<file path="config.mk">
export PLATFORM = sky130hd
export DESIGN_NAME = prn_dac_gen
export DESIGN_NICKNAME = d
export VERILOG_FILES = /design/src/rtl/prn_dac_gen.sv
export SDC_FILE = /design/constraint.sdc
export NUM_CORES = 1
export LEC_CHECK = 0
export CORE_ASPECT_RATIO = 2
export CORE_MARGIN = 2
export CORE_UTILIZATION = 35
export CTS_BUF_LIST = sky130_fd_sc_hd__clkbuf_2 sky130_fd_sc_hd__clkbuf_4 sky130_fd_sc_hd__clkbuf_8
export DETAILED_ROUTE_END_ITERATION = 16
export GPL_TIMING_DRIVEN = 0
export SETUP_SLACK_MARGIN = 0.5
export SYNTH_ARGS = -nofsm -noshare
export SYNTH_HDL_FRONTEND = slang
export SYNTH_SLANG_ARGS = --single-unit
export TNS_END_PERCENT = 30
</file>
<file path="constraint.sdc">
create_clock -name dac_clk_i -period 4.1 [get_ports dac_clk_i]
set_input_delay 0.82 -clock dac_clk_i [delete_from_list [all_inputs] [get_ports dac_clk_i]]
set_output_delay 0.82 -clock dac_clk_i [all_outputs]
set_load 0.05 [all_outputs]
</file>
<file path="src/rtl/prn_dac_gen.sv">
// PRBS stimulus generator for one fast-DAC channel: LFSR chips mapped to offset +/- amplitude,
// saturated, with burst/continuous control and a programmable chip rate.
module prn_dac_gen #(
    parameter int unsigned DATA_W = 14,
    parameter int unsigned DIV_W  = 16,
    parameter int unsigned CNT_W  = 32
) (
    input  logic              dac_clk_i,
    input  logic              dac_rst_i,
    input  logic [1:0]        cfg_poly_i,
    input  logic [30:0]       cfg_seed_i,
    input  logic [DIV_W-1:0]  cfg_div_i,
    input  logic [DATA_W-1:0] cfg_amp_i,
    input  logic [DATA_W-1:0] cfg_off_i,
    input  logic [CNT_W-1:0]  cfg_len_i,
    input  logic              start_i,
    input  logic              stop_i,
    output logic              busy_o,
    output logic              done_o,
    output logic              chip_o,
    output logic [DATA_W-1:0] dac_dat_o,
    output logic              dac_dat_en_o
);

    typedef enum logic [1:0] {StIdle, StLoad, StRun, StDone} state_e;

    state_e state_q, state_d;

    logic [1:0]        poly_q;
    logic [DIV_W-1:0]  div_q;
    logic [DATA_W-1:0] amp_q, off_q;
    logic [CNT_W-1:0]  len_q;

    logic [30:0]       lfsr_q, lfsr_d, lfsr_shift, seed_m, seed_ld;
    logic [DIV_W-1:0]  div_cnt_q, div_cnt_d;
    logic [CNT_W-1:0]  chip_cnt_q, chip_cnt_d;
    logic              lfsr_chip, lfsr_fb, tick, emit, burst_end;

    logic              chip_q, en_q, done_q;
    logic [DATA_W-1:0] dat_q, sample;
    logic [DATA_W:0]   off_x, amp_x, sum;

    function automatic logic [30:0] poly_mask(input logic [1:0] p);
        case (p)
            2'd0:    return 31'h0000_007F;
            2'd1:    return 31'h0000_7FFF;
            2'd2:    return 31'h007F_FFFF;
            default: return 31'h7FFF_FFFF;
        endcase
    endfunction

    always_ff @(posedge dac_clk_i) begin
        if (dac_rst_i) begin
            state_q <= StIdle;
        end else begin
            state_q <= state_d;
        end
    end

    assign tick = (div_cnt_q == '0);
    assign emit = (state_q == StRun) && tick && !stop_i;

    always_comb begin
        lfsr_chip = 1'b0;
        lfsr_fb   = 1'b0;
        case (poly_q)
            2'd0:    begin lfsr_chip = lfsr_q[6];  lfsr_fb = lfsr_q[6] ^ lfsr_q[5];   end
            2'd1:    begin lfsr_chip = lfsr_q[14]; lfsr_fb = lfsr_q[14] ^ lfsr_q[13]; end
            2'd2:    begin lfsr_chip = lfsr_q[22]; lfsr_fb = lfsr_q[22] ^ lfsr_q[17]; end
            default: begin lfsr_chip = lfsr_q[30]; lfsr_fb = lfsr_q[30] ^ lfsr_q[27]; end
        endcase
    end

    assign lfsr_shift = {lfsr_q[29:0], lfsr_fb} & poly_mask(poly_q);
    assign seed_m     = cfg_seed_i & poly_mask(cfg_poly_i);
    assign seed_ld    = (seed_m == '0) ? poly_mask(cfg_poly_i) : seed_m;

    always_comb begin
        lfsr_d     = lfsr_q;
        div_cnt_d  = div_cnt_q;
        chip_cnt_d = chip_cnt_q;
        case (state_q)
            StLoad: begin
                lfsr_d     = seed_ld;
                div_cnt_d  = '0;
                chip_cnt_d = '0;
            end
            StRun: begin
                if (tick) begin
                    lfsr_d     = lfsr_shift;
                    div_cnt_d  = div_q;
                    chip_cnt_d = chip_cnt_q + CNT_W'(1);
                end else begin
                    div_cnt_d  = div_cnt_q - DIV_W'(1);
                end
            end
            default: ;
        endcase
    end

    // Leave RUN so that DONE lands on the divider expiry that would follow the last tick.
    assign burst_end = (state_q == StRun) && (len_q != '0) && (chip_cnt_d == len_q) &&
                       (div_cnt_d == '0);

    always_comb begin
        state_d = state_q;
        unique case (state_q)
            StIdle: if (start_i) state_d = StLoad;
            StLoad: state_d = stop_i ? StDone : StRun;
            StRun:  if (stop_i || burst_end) state_d = StDone;
            StDone: state_d = StIdle;
        endcase
    end

    always_comb begin
        off_x = {off_q[DATA_W-1], off_q};
        amp_x = {amp_q[DATA_W-1], amp_q};
        sum   = lfsr_chip ? (off_x + amp_x) : (off_x - amp_x);
        if (sum[DATA_W] != sum[DATA_W-1]) begin
            sample = sum[DATA_W] ? {1'b1, {(DATA_W-1){1'b0}}} : {1'b0, {(DATA_W-1){1'b1}}};
        end else begin
            sample = sum[DATA_W-1:0];
        end
    end

    always_ff @(posedge dac_clk_i) begin
        if (dac_rst_i) begin
            poly_q     <= '0;
            div_q      <= '0;
            amp_q      <= '0;
            off_q      <= '0;
            len_q      <= '0;
            lfsr_q     <= '1;
            div_cnt_q  <= '0;
            chip_cnt_q <= '0;
            chip_q     <= 1'b0;
            en_q       <= 1'b0;
            done_q     <= 1'b0;
            dat_q      <= '0;
        end else begin
            if (state_q == StLoad) begin
                poly_q <= cfg_poly_i;
                div_q  <= cfg_div_i;
                amp_q  <= cfg_amp_i;
                off_q  <= cfg_off_i;
                len_q  <= cfg_len_i;
            end
            lfsr_q     <= lfsr_d;
            div_cnt_q  <= div_cnt_d;
            chip_cnt_q <= chip_cnt_d;
            en_q       <= emit || (state_q == StDone);
            done_q     <= (state_q == StDone);
            if (emit) begin
                dat_q  <= sample;
                chip_q <= lfsr_chip;
            end else if (state_q == StDone) begin
                dat_q  <= '0;
            end
        end
    end

    always_comb begin
        busy_o       = (state_q != StIdle);
        done_o       = done_q;
        chip_o       = chip_q;
        dac_dat_o    = dat_q;
        dac_dat_en_o = en_q;
    end

endmodule
</file>
==> Yosys cells after proc, flatten, opt, wreduce, memory -nomap -nowiden <==
Index checks and enable logic that the tools add are counted.
{ "op_classes": {"addsub": 4, "eq_ne": 12, "mux": 20, "bitwise_logic": 6, "n_reduce_logical": 20} }
{ "op_table": {"columns": ["op", "count"], "rows": [
  ["31-bit one-hot mux with 3 select lines", 2],
  ["32-bit one-hot mux with 2 select lines", 1],
  ["31-bit bitwise AND", 2],
  ["31-bit two-way mux", 2],
  ["31-bit one-hot mux with 2 select lines", 1],
  ["14-bit two-way mux", 4],
  ["32-bit by 1-bit adder with 32-bit output, second input constant", 1],
  ["32-bit == test", 1],
  ["16-bit logical NOT", 2],
  ["32-bit two-way mux", 1],
  ["16-bit one-hot mux with 2 select lines", 1],
  ["32-bit nonzero test", 1],
  ["31-bit logical NOT", 1],
  ["16-bit two-way mux", 1],
  ["16-bit by 1-bit subtractor with 16-bit output, second input constant", 1],
  ["14-bit by 14-bit adder with 15-bit output", 1],
  ["15-bit two-way mux", 1],
  ["14-bit by 14-bit subtractor with 15-bit output", 1],
  ["2-bit == test, second input constant", 4],
  ["2-bit one-hot mux with 4 select lines", 1],
  ["2-bit by 1-bit == test with 1-bit output, second input constant", 3],
  ["2-bit logical NOT", 3],
  ["1-bit one-hot mux with 3 select lines", 2],
  ["2-bit nonzero test", 3],
  ["other kinds (10)", 21]
]} }
{ "totals": {"register_bits": 176, "elab_cells": 75} }

==> Longest topological paths before layout <==
Gate-level depths: netlist (run 1).
{ "depth": {"word_depth": 9, "depth_mapped": 17, "ltp_nobuf": 16} }

==> Worst setup path before layout (run 1) <==
OpenSTA, ideal clock, no wires.
{ "synth_timing": {"kind": "reg2reg", "from": "register poly_q[0]", "to": "register dat_q[10], in the netlist dac_dat_o[10]", "setup_time_ns": 0.074, "arrival_time_ns": 3.759, "t_required_ns": 4.026, "path_slack_ns": 0.267, "path_stages_with_launch": 17, "path_buffers": 2, "synth_period_minus_slack_ns": 3.833, "path_cell_list": "dfxtp_1 mux4_2 buf_1 nor2_1 xor2_1 ha_1 a21o_1 a21oi_1 o21ai_0 a31o_2 o21a_1 nand2b_1 a21oi_1 o22ai_1 a2111o_1 clkbuf_1 o21ai_0"} }
{ "synth_between": {"elab_chain_len": 6, "word_cells_on_any_way": 9, "classes_between": "eq/ne: 3; mux: 5; reduce/logical: 1"} }
{ "synth_rtl": {"columns": ["element", "line", "rtl"], "rows": [
  ["start, declared", "29", "logic [1:0] poly_q;"],
  ["start signal, assigned", "142", "poly_q <= cfg_poly_i;"],
  ["2-bit == test (tied with other cells)", "66", "case (poly_q)"],
  ["1-bit one-hot mux with 3 select lines *", "66", null],
  ["15-bit two-way mux *", "118", "sum = lfsr_chip ? (off_x + amp_x) : (off_x - amp_x);"],
  ["14-bit two-way mux / 1-bit inequality test (equally long branches)", "120, 119", null],
  ["14-bit two-way mux *", "119", "if (sum[DATA_W] != sum[DATA_W-1]) begin"],
  ["14-bit two-way mux *", "153", "if (emit) begin"],
  ["end signal, assigned", "154", "dat_q <= sample;"],
  ["end, declared", "40", "logic [DATA_W-1:0] dat_q, sample;"]
]} }
Mark *: on every way between the ends. The rest lies on a longest branch, timed or not.
A chain may end at the register's enable or synchronous reset.

==> Worst setup path in the final report (run 1) <==
{ "layout_timing": {"from": "register poly_q[0]", "to": "register dat_q[3], in the netlist dac_dat_o[3]"} }
The elaborated chain is that of the path after synthesis.

==> results.json, run 1 <==
{
  "syn-num-nets": 1377,
  "final_antenna_net_count": 0,
  "grt_usage_pct": 22.5,
  "clock_skew_ns": 0.0183,
  "vias_per_cell": 5.66,
  "critical_path_class": "register to register",
  "drtPass1Iterations": 5,
  "placed_area_um2": 11900,
  "io_pins": 131,
  "power_mw": 8.04,
  "drv_slew": 0,
  "cts_inserted_buffers": 17,
  "start_util_pct": 35.3,
  "syn_area_um2": 10100,
  "ys.warnings.count": 0,
  "grt_first_pass_wirelength_mm": 53.0,
  "p_per_area_nw_per_um2": 614,
  "cp-start-kind": "register",
  "gr-total-overflow": 0,
  "ir_drop_mv": 0.280,
  "ys_ff_latch": 176,
  "yosysMostFrequentCell": "nor2_1",
  "cts_tree": "done",
  "antenna_found_initial": 0,
  "vias": 10200,
  "report.final.setup_viol": 0,
  "crit_chain": "mux4_2 -> mux2_4 -> fa_2 -> a21o_1 -> a21oi_2 -> o21ai_2 -> a31o_4 -> o211ai_1 -> buf_4 -> a2111oi_4 -> o21ai_0 -> nand2_1 -> buf_6 -> nor2_1 -> o21ai_1",
  "path_buf_inv": 2,
  "cpLargestDelayFamily": "compound AO/OA/AOI/OAI gates",
  "postSynthAreaPerCell_um2": 8.15,
  "fp.dieH_um": 244,
  "hold-worst-slack_ns": 0.446,
  "area_delta_synth_final_pct": 29.6,
  "fin_crit_ns": 3.74,
  "worstHoldPathType": "register to register",
  "critical_path.slowest_cell": "mux4_2",
  "fp.dieArea_um2": 30300,
  "rsz0062_at_grt": "yes",
  "io_buffers": 130,
  "fin_nets": 1569,
  "synth_largest_area_cell": "dfxtp_1",
  "relSlewSlack_pct": 31.8,
  "htreeDepth": 4,
  "num_rows": 88,
  "cts_buffer_depth": 2,
  "fmax_mhz": 267,
  "antenna_cells": 0,
  "place_hpwl_mm": 25.4,
  "routed_wirelength_mm": 34.2,
  "ys_seq_area_share_pct": 34.9,
  "cp.required_ns": 4.50,
  "synth_top_area_share_pct": 34.9,
  "synthArstFlopShare_pct": 0,
  "hold_buffers": 0,
  "dpl.cell_count": 1730,
  "drt_iter0_drc": 668,
  "grt_pass1_vias": 10200,
  "p_leak_nw": 4.82,
  "finalHoldViolCount": 0,
  "design_area_um2": 13100,
  "synth_ff_type": "dfxtp_1",
  "slowest_delay_ns": 0.58,
  "coreArea_um2": 28600,
  "cp.arrival_ns": 4.14,
  "max-cap-violations": 0,
  "fin_cells": 1803,
  "status": "finished, final reports clean",
  "tns_ns": 0,
  "grt_max_degree": 17,
  "clkTransAtPathRegs_ns": 0.09,
  "worst_slew_pin_slew_ns": 1.02,
  "cts_root_buffer": "clkbuf_8",
  "gp_congestion": 0.915,
  "yosys-top-cells-count": "nor2_1, dfxtp_1, a21oi_1",
  "syn-instance-count": 1240,
  "ys_top_cells_by_area": "dfxtp_1, mux2i_1, nor2_1",
  "synth_edf_count": 0,
  "period_share_pct": 91.3,
  "cts.sink_count": 176,
  "drive_above_1_share_pct": 13.3,
  "die_w_um": 124,
  "clock_latency_ns": 0.51,
  "wl_per_cell_um": 19.0,
  "end_kind": "register",
  "synthDistinctLibCells": 74,
  "worstPathMaxFanout": 10,
  "drc": 0
}
-- kinds of logic (layout without fill, tap and decap cells) --
| logic type | Yosys count | in the layout | share of synthesized area (%) |
|---|---|---|---|
| muxes | 88 | 88 | 9.01 |
| and+or+nand+nor | 510 | 510 | 25.3 |
| AOI/OAI and AO/OA | 267 | 267 | 17.4 |
| adders and majority gates | 24 | 24 | 3.04 |
| DFF | 176 | 176 | 34.9 |
| xor gates and xnor gates | 66 | 66 | 6.14 |
| buffers and inverters | 109 | 312 | 4.23 |
-- final timing paths --
check                                  start           end  slack, ns  cells after the start
worst max register to register     poly_q[0]  dac_dat_o[3]       0.36                     15
worst max-delay path               poly_q[0]  dac_dat_o[3]       0.36                     15
worst min register to register  dac_dat_o[7]  dac_dat_o[7]       0.45                      2
worst min-delay path            dac_dat_o[7]  dac_dat_o[7]       0.45                      2
-- tightest hold or removal path: cells and delay by family, from the launching register on --
kind,cells,cell delay (ns)
AO/OA/AOI/OAI,1,0.05
flip-flops,1,0.31
AND/OR/NAND/NOR,1,0.05
-- power by group --
part | total, mW | internal, mW | leakage (nW) | switching [mW]
Combinational | 4.36 | 1.78 | 3.17 | 2.58
Clock | 1.29 | 0.632 | 0.204 | 0.658
Sequential | 2.39 | 2.06 | 1.44 | 0.335
-- stage by stage --
stage	utilization, %	setup WS (ns)
after floorplan	-	0.505
after global placement	41.6	-0.307
after detailed placement	41.6	-0.312
after CTS	44.8	0.316
after global routing	45.8	0.235
final	45.8	0.357
-- layout by cell type (no fill, tap or decap), types with 24 or more instances in the layout --
| master | n |
|---|---|
| mux2i_1 | 82 |
| clkbuf_1 | 45 |
| o21ai_0 | 34 |
| dfxtp_1 | 171 |
| nand4_1 | 34 |
| nor2_1 | 175 |
| buf_4 | 42 |
| xnor2_1 | 38 |
| a21oi_1 | 79 |
| nand3_1 | 45 |
| nor3_1 | 25 |
| nand2_1 | 79 |
| clkbuf_8 | 24 |
| clkdlybuf4s50_1 | 130 |
-- state kept, by name, indices dropped and copies added (netlist names), 14 cells and up --
| name | count |
|---|---|
| div_q | 16 |
| div_cnt_q | 16 |
| lfsr_q | 31 |
| off_q | 14 |
| dac_dat_o | 14 |
| amp_q | 14 |
| chip_cnt_q | 32 |
| len_q | 32 |
-- layout make-up --
cell class,count,area (um^2)
timing repair buffer,173,1630
fill,2839,15500
tap,360,450
clock buffer,20,269
sequential,176,3530
multi-input combinational,955,6540
inverter,21,83.8
clock inverter,10,138
buffer,88,455
-- per-layer routing --
layer | global-route usage, % | vias up | part of all wire (%)
met3 | 3.10 | 84 | 5.8
met2 | 36.9 | 392 | 48
met1 | 28.0 | 4813 | 42
li1 | - | 4911 | -
met5 | 0 | - | 0
met4 | 11.8 | 0 | 4.4
-- repair_timing --
action | 4_1_cts | 5_1_grt
buffers inserted | 22 | 20
gates cloned | 1 | 0
pin swaps | 40 | 26
gates resized for setup | 105 | 36
endpoints found under the setup margin | 35 | 15
(Power assumes the default switching activity.)
==> inputs of run 2 (changes only) <==
ABC_AREA = 1   (was default)
PLACE_DENSITY_LB_ADDON = 0.25   (was default)
==> run 2 against run 1 <==
  * Maximum frequency grew 6.2%
  * Core utilization down 1.6 points
  * Sequential power is 11% higher
  * Synthesized cell count rose by 27%
  * Critical endpoint is now dac_dat_o[10]
  * Sequential share of layout area rose by 0.81 points
==> results.json, run 2 <==
{
  "relSlewSlack_pct": 41.5,
  "r2r-start": "poly_q[1]",
  "synth_ff_type": "dfxtp_1",
  "r2r.worst_path.cells": 20,
  "worstPathMaxFanout": 10,
  "area_delta_synth_final_pct": 24.4,
  "start_util_pct": 35.5,
  "drc": 0,
  "routed_wirelength_mm": 36.6,
  "synthDistinctLibCells": 49,
  "cts_root_buffer": "clkbuf_8",
  "status": "finished, final reports clean",
  "critical_path_class": "register to register",
  "clock_latency_ns": 0.51,
  "layout_common_cells": "nand2_1, nor2_1, dfxtp_1, inv_1, o21ai_0",
  "wl_per_cell_um": 17.4,
  "p_per_area_nw_per_um2": 914,
  "report.final.setup_viol": 0,
  "synth_edf_count": 0,
  "r2r_setup_slack_ns": 0.58,
  "yosys-top-cells-count": "nand2_1, nor2_1, dfxtp_1",
  "fp.dieH_um": 245,
  "clkPwrFrac_pct": 11.7,
  "cp-start-kind": "register",
  "fillCellCount": 3003,
  "holdPathStages": 2,
  "grt_usage_pct": 23.8,
  "switching_power_mw": 6.23,
  "gr-total-overflow": 0,
  "fin_crit_ns": 3.52,
  "slowest_delay_ns": 0.33,
  "cts_inserted_buffers": 17,
  "cts.sink_count": 176,
  "clkTransAtPathRegs_ns": 0.09,
  "hold-worst-slack_ns": 0.460,
  "grt_first_pass_wirelength_mm": 57.2,
  "grt_max_degree": 17,
  "vias": 10900,
  "htreeDepth": 4,
  "io_pins": 131,
  "setup_ws_ns": 0.576,
  "power_mw": 11.6,
  "ys_top_cells_by_area": "dfxtp_1, nand2_1, nor2_1",
  "finalHoldViolCount": 0,
  "crit_top_cell": "nand2_1",
  "drv_slew": 0,
  "design_area_um2": 12700,
  "synth_top_area_share_pct": 34.5,
  "antenna_found_initial": 1,
  "reg.largest.list": "chip_cnt_q (32), len_q (32), lfsr_q (31)",
  "grt_pass1_vias": 11000,
  "coreArea_um2": 28700,
  "gp_congestion": 0.946,
  "p_leak_nw": 5.64,
  "fin_nets": 1873,
  "worstHoldPathType": "register to register",
  "num_rows": 88,
  "ys_seq_area_share_pct": 34.5,
  "drtPass1Iterations": 5,
  "pwr-share-seq_pct": 22.9,
  "final_antenna_net_count": 0,
  "drt_iter0_drc": 518,
  "period_share_pct": 85.9,
  "placed_area_um2": 11900,
  "combPwrFrac_pct": 65.4,
  "crit_chain": "buf_6 -> inv_2 -> nor2_1 -> a221oi_2 -> nand2_4 -> buf_12 -> nor2_2 -> xor2_1 -> ha_1 -> buf_4 -> nand2_1 -> nor3_4 -> a221oi_4 -> xor2_2 -> inv_2 -> nand2_1 -> nand2_2 -> buf_6 -> o21ai_2 -> nand2_1",
  "clock_skew_ns": 0.0144,
  "r2r-end": "dac_dat_o[10]",
  "vias_per_cell": 5.19,
  "yosysMostFrequentCell": "nand2_1",
  "crit_start": "poly_q[1]",
  "hold_buffers": 0,
  "layout_commonest_cell": "nand2_1",
  "syn-num-nets": 1716,
  "cp.required_ns": 4.50,
  "drive_above_1_share_pct": 7.84,
  "critical_path.slowest_cell": "dfxtp_2",
  "setup.worst_path.end": "dac_dat_o[10]",
  "place_hpwl_mm": 29.0,
  "die_w_um": 125,
  "io_buffers": 129,
  "synthArstFlopShare_pct": 0,
  "fp.dieArea_um2": 30600,
  "place_worst_setup_slack_ns": 0.0338,
  "p_int_mw": 5.36,
  "cts_tree": "done",
  "end_kind": "register",
  "ys_ff_latch": 176,
  "tns_ns": 0,
  "max-cap-violations": 0,
  "cts_buffer_depth": 2,
  "postSynthAreaPerCell_um2": 6.46,
  "swShare_pct": 53.8,
  "syn_area_um2": 10200,
  "ir_drop_mv": 0.815,
  "synth_largest_area_cell": "dfxtp_1",
  "cp.arrival_ns": 3.93,
  "rsz0062_at_grt": "yes",
  "worst_slew_pin_slew_ns": 0.876,
  "fmax_mhz": 284,
  "ys.warnings.count": 0,
  "syn-instance-count": 1579
}
==> run 2: changes by cell type in the layout (fill, tap and decap cells not counted), moves of 15 or more <==
cell and change:
nor2b_1 -18, o31ai_1 -15, inv_1 +150, mux2i_1 -82, nand4_1 +19, nand2_1 +270
nand3_1 +81, buf_4 -34, xnor2_1 -31, nor2_1 +30, o21ai_0 +96, nor4_1 -17
==> run 2: cell families (layout without fill, tap and decap cells) <==
group                      after synthesis  count (layout)  share of synthesized area (%)
AOI/OAI and AO/OA                      300             300                           16.1
xor gates and xnor gates                35              35                           3.08
adders and majority gates               24              24                           3.02
buffers and inverters                  246             415                           9.46
DFF                                    176             176                           34.5
other                                    0               1                              0
and+or+nand+nor                        798             798                           33.8
==> run 2: what timing repair did <==
item,4_1_cts,5_1_grt
endpoints found under the setup margin,14,15
resized for setup,14,49
pin swaps,6,15
setup buffers,4,5
==> run 2: stage by stage <==
stage,cells,utilization [%]
after floorplan,1579,-
after global placement,2068,41.6
after detailed placement,2068,41.6
after CTS,2103,43.4
after global routing,2109,44.2
final,2109,44.2
==> run 2: worst min path at each step <==
stage / startpoint / end / slack [ns]
2_1_floorplan: div_q[0] / div_q[0] / 0.43
3_3_place_gp: dac_dat_o[5] / dac_dat_o[5] / 0.44
3_5_place_dp: dac_dat_o[4] / dac_dat_o[4] / 0.44
4_1_cts: dac_dat_o[4] / dac_dat_o[4] / 0.46
5_1_grt: dac_dat_o[3] / dac_dat_o[3] / 0.48
6_report: dac_dat_o[4] / dac_dat_o[4] / 0.46
==> run 2: worst max-delay path, delay by kind of cell (launching register included) <==
kind            cells  cell delay, ns
simple gates        8            0.71
xor+xnor            2            0.52
fa+ha+maj           1            0.31
flops               1            0.33
compound gates      3            0.78
buf+inv             6            0.75
==> run 2: metal layers <==
| metal | up-vias | global-route usage [%] | routed length, um |
|---|---|---|---|
| li1 | 5510 | - | - |
| met1 | 5012 | 22.6 | 13000 |
| met2 | 316 | 46.7 | 19800 |
| met3 | 110 | 3.29 | 1340 |
| met4 | 0 | 15.7 | 2480 |
| met5 | - | 0 | 0 |
==> run 2: area by class of cell <==
cell class / instances / area, um^2 / area share (%)
Antenna cell: 1 / 2.50 / 0.0197
Buffer: 64 / 285 / 2.25
Clock buffer: 20 / 275 / 2.17
Timing Repair Buffer: 138 / 1370 / 10.8
Tap cell: 360 / 450 / 3.55
Inverter: 182 / 692 / 5.45
Multi-Input combinational cell: 1157 / 5940 / 46.8
Sequential cell: 176 / 3530 / 27.8
Clock inverter: 11 / 154 / 1.21
==> run 2: power by group through the flow <==
stage / Sequential [mW] / Combinational [mW] / Clock [mW]
after floorplan: 2.75 / 4.67 / 0
after global placement: 2.66 / 6.87 / 0
after detailed placement: 2.66 / 6.92 / 0
after CTS: 2.63 / 7.12 / 1.38
after global routing: 2.71 / 8.36 / 1.44
final: 2.66 / 7.58 / 1.36
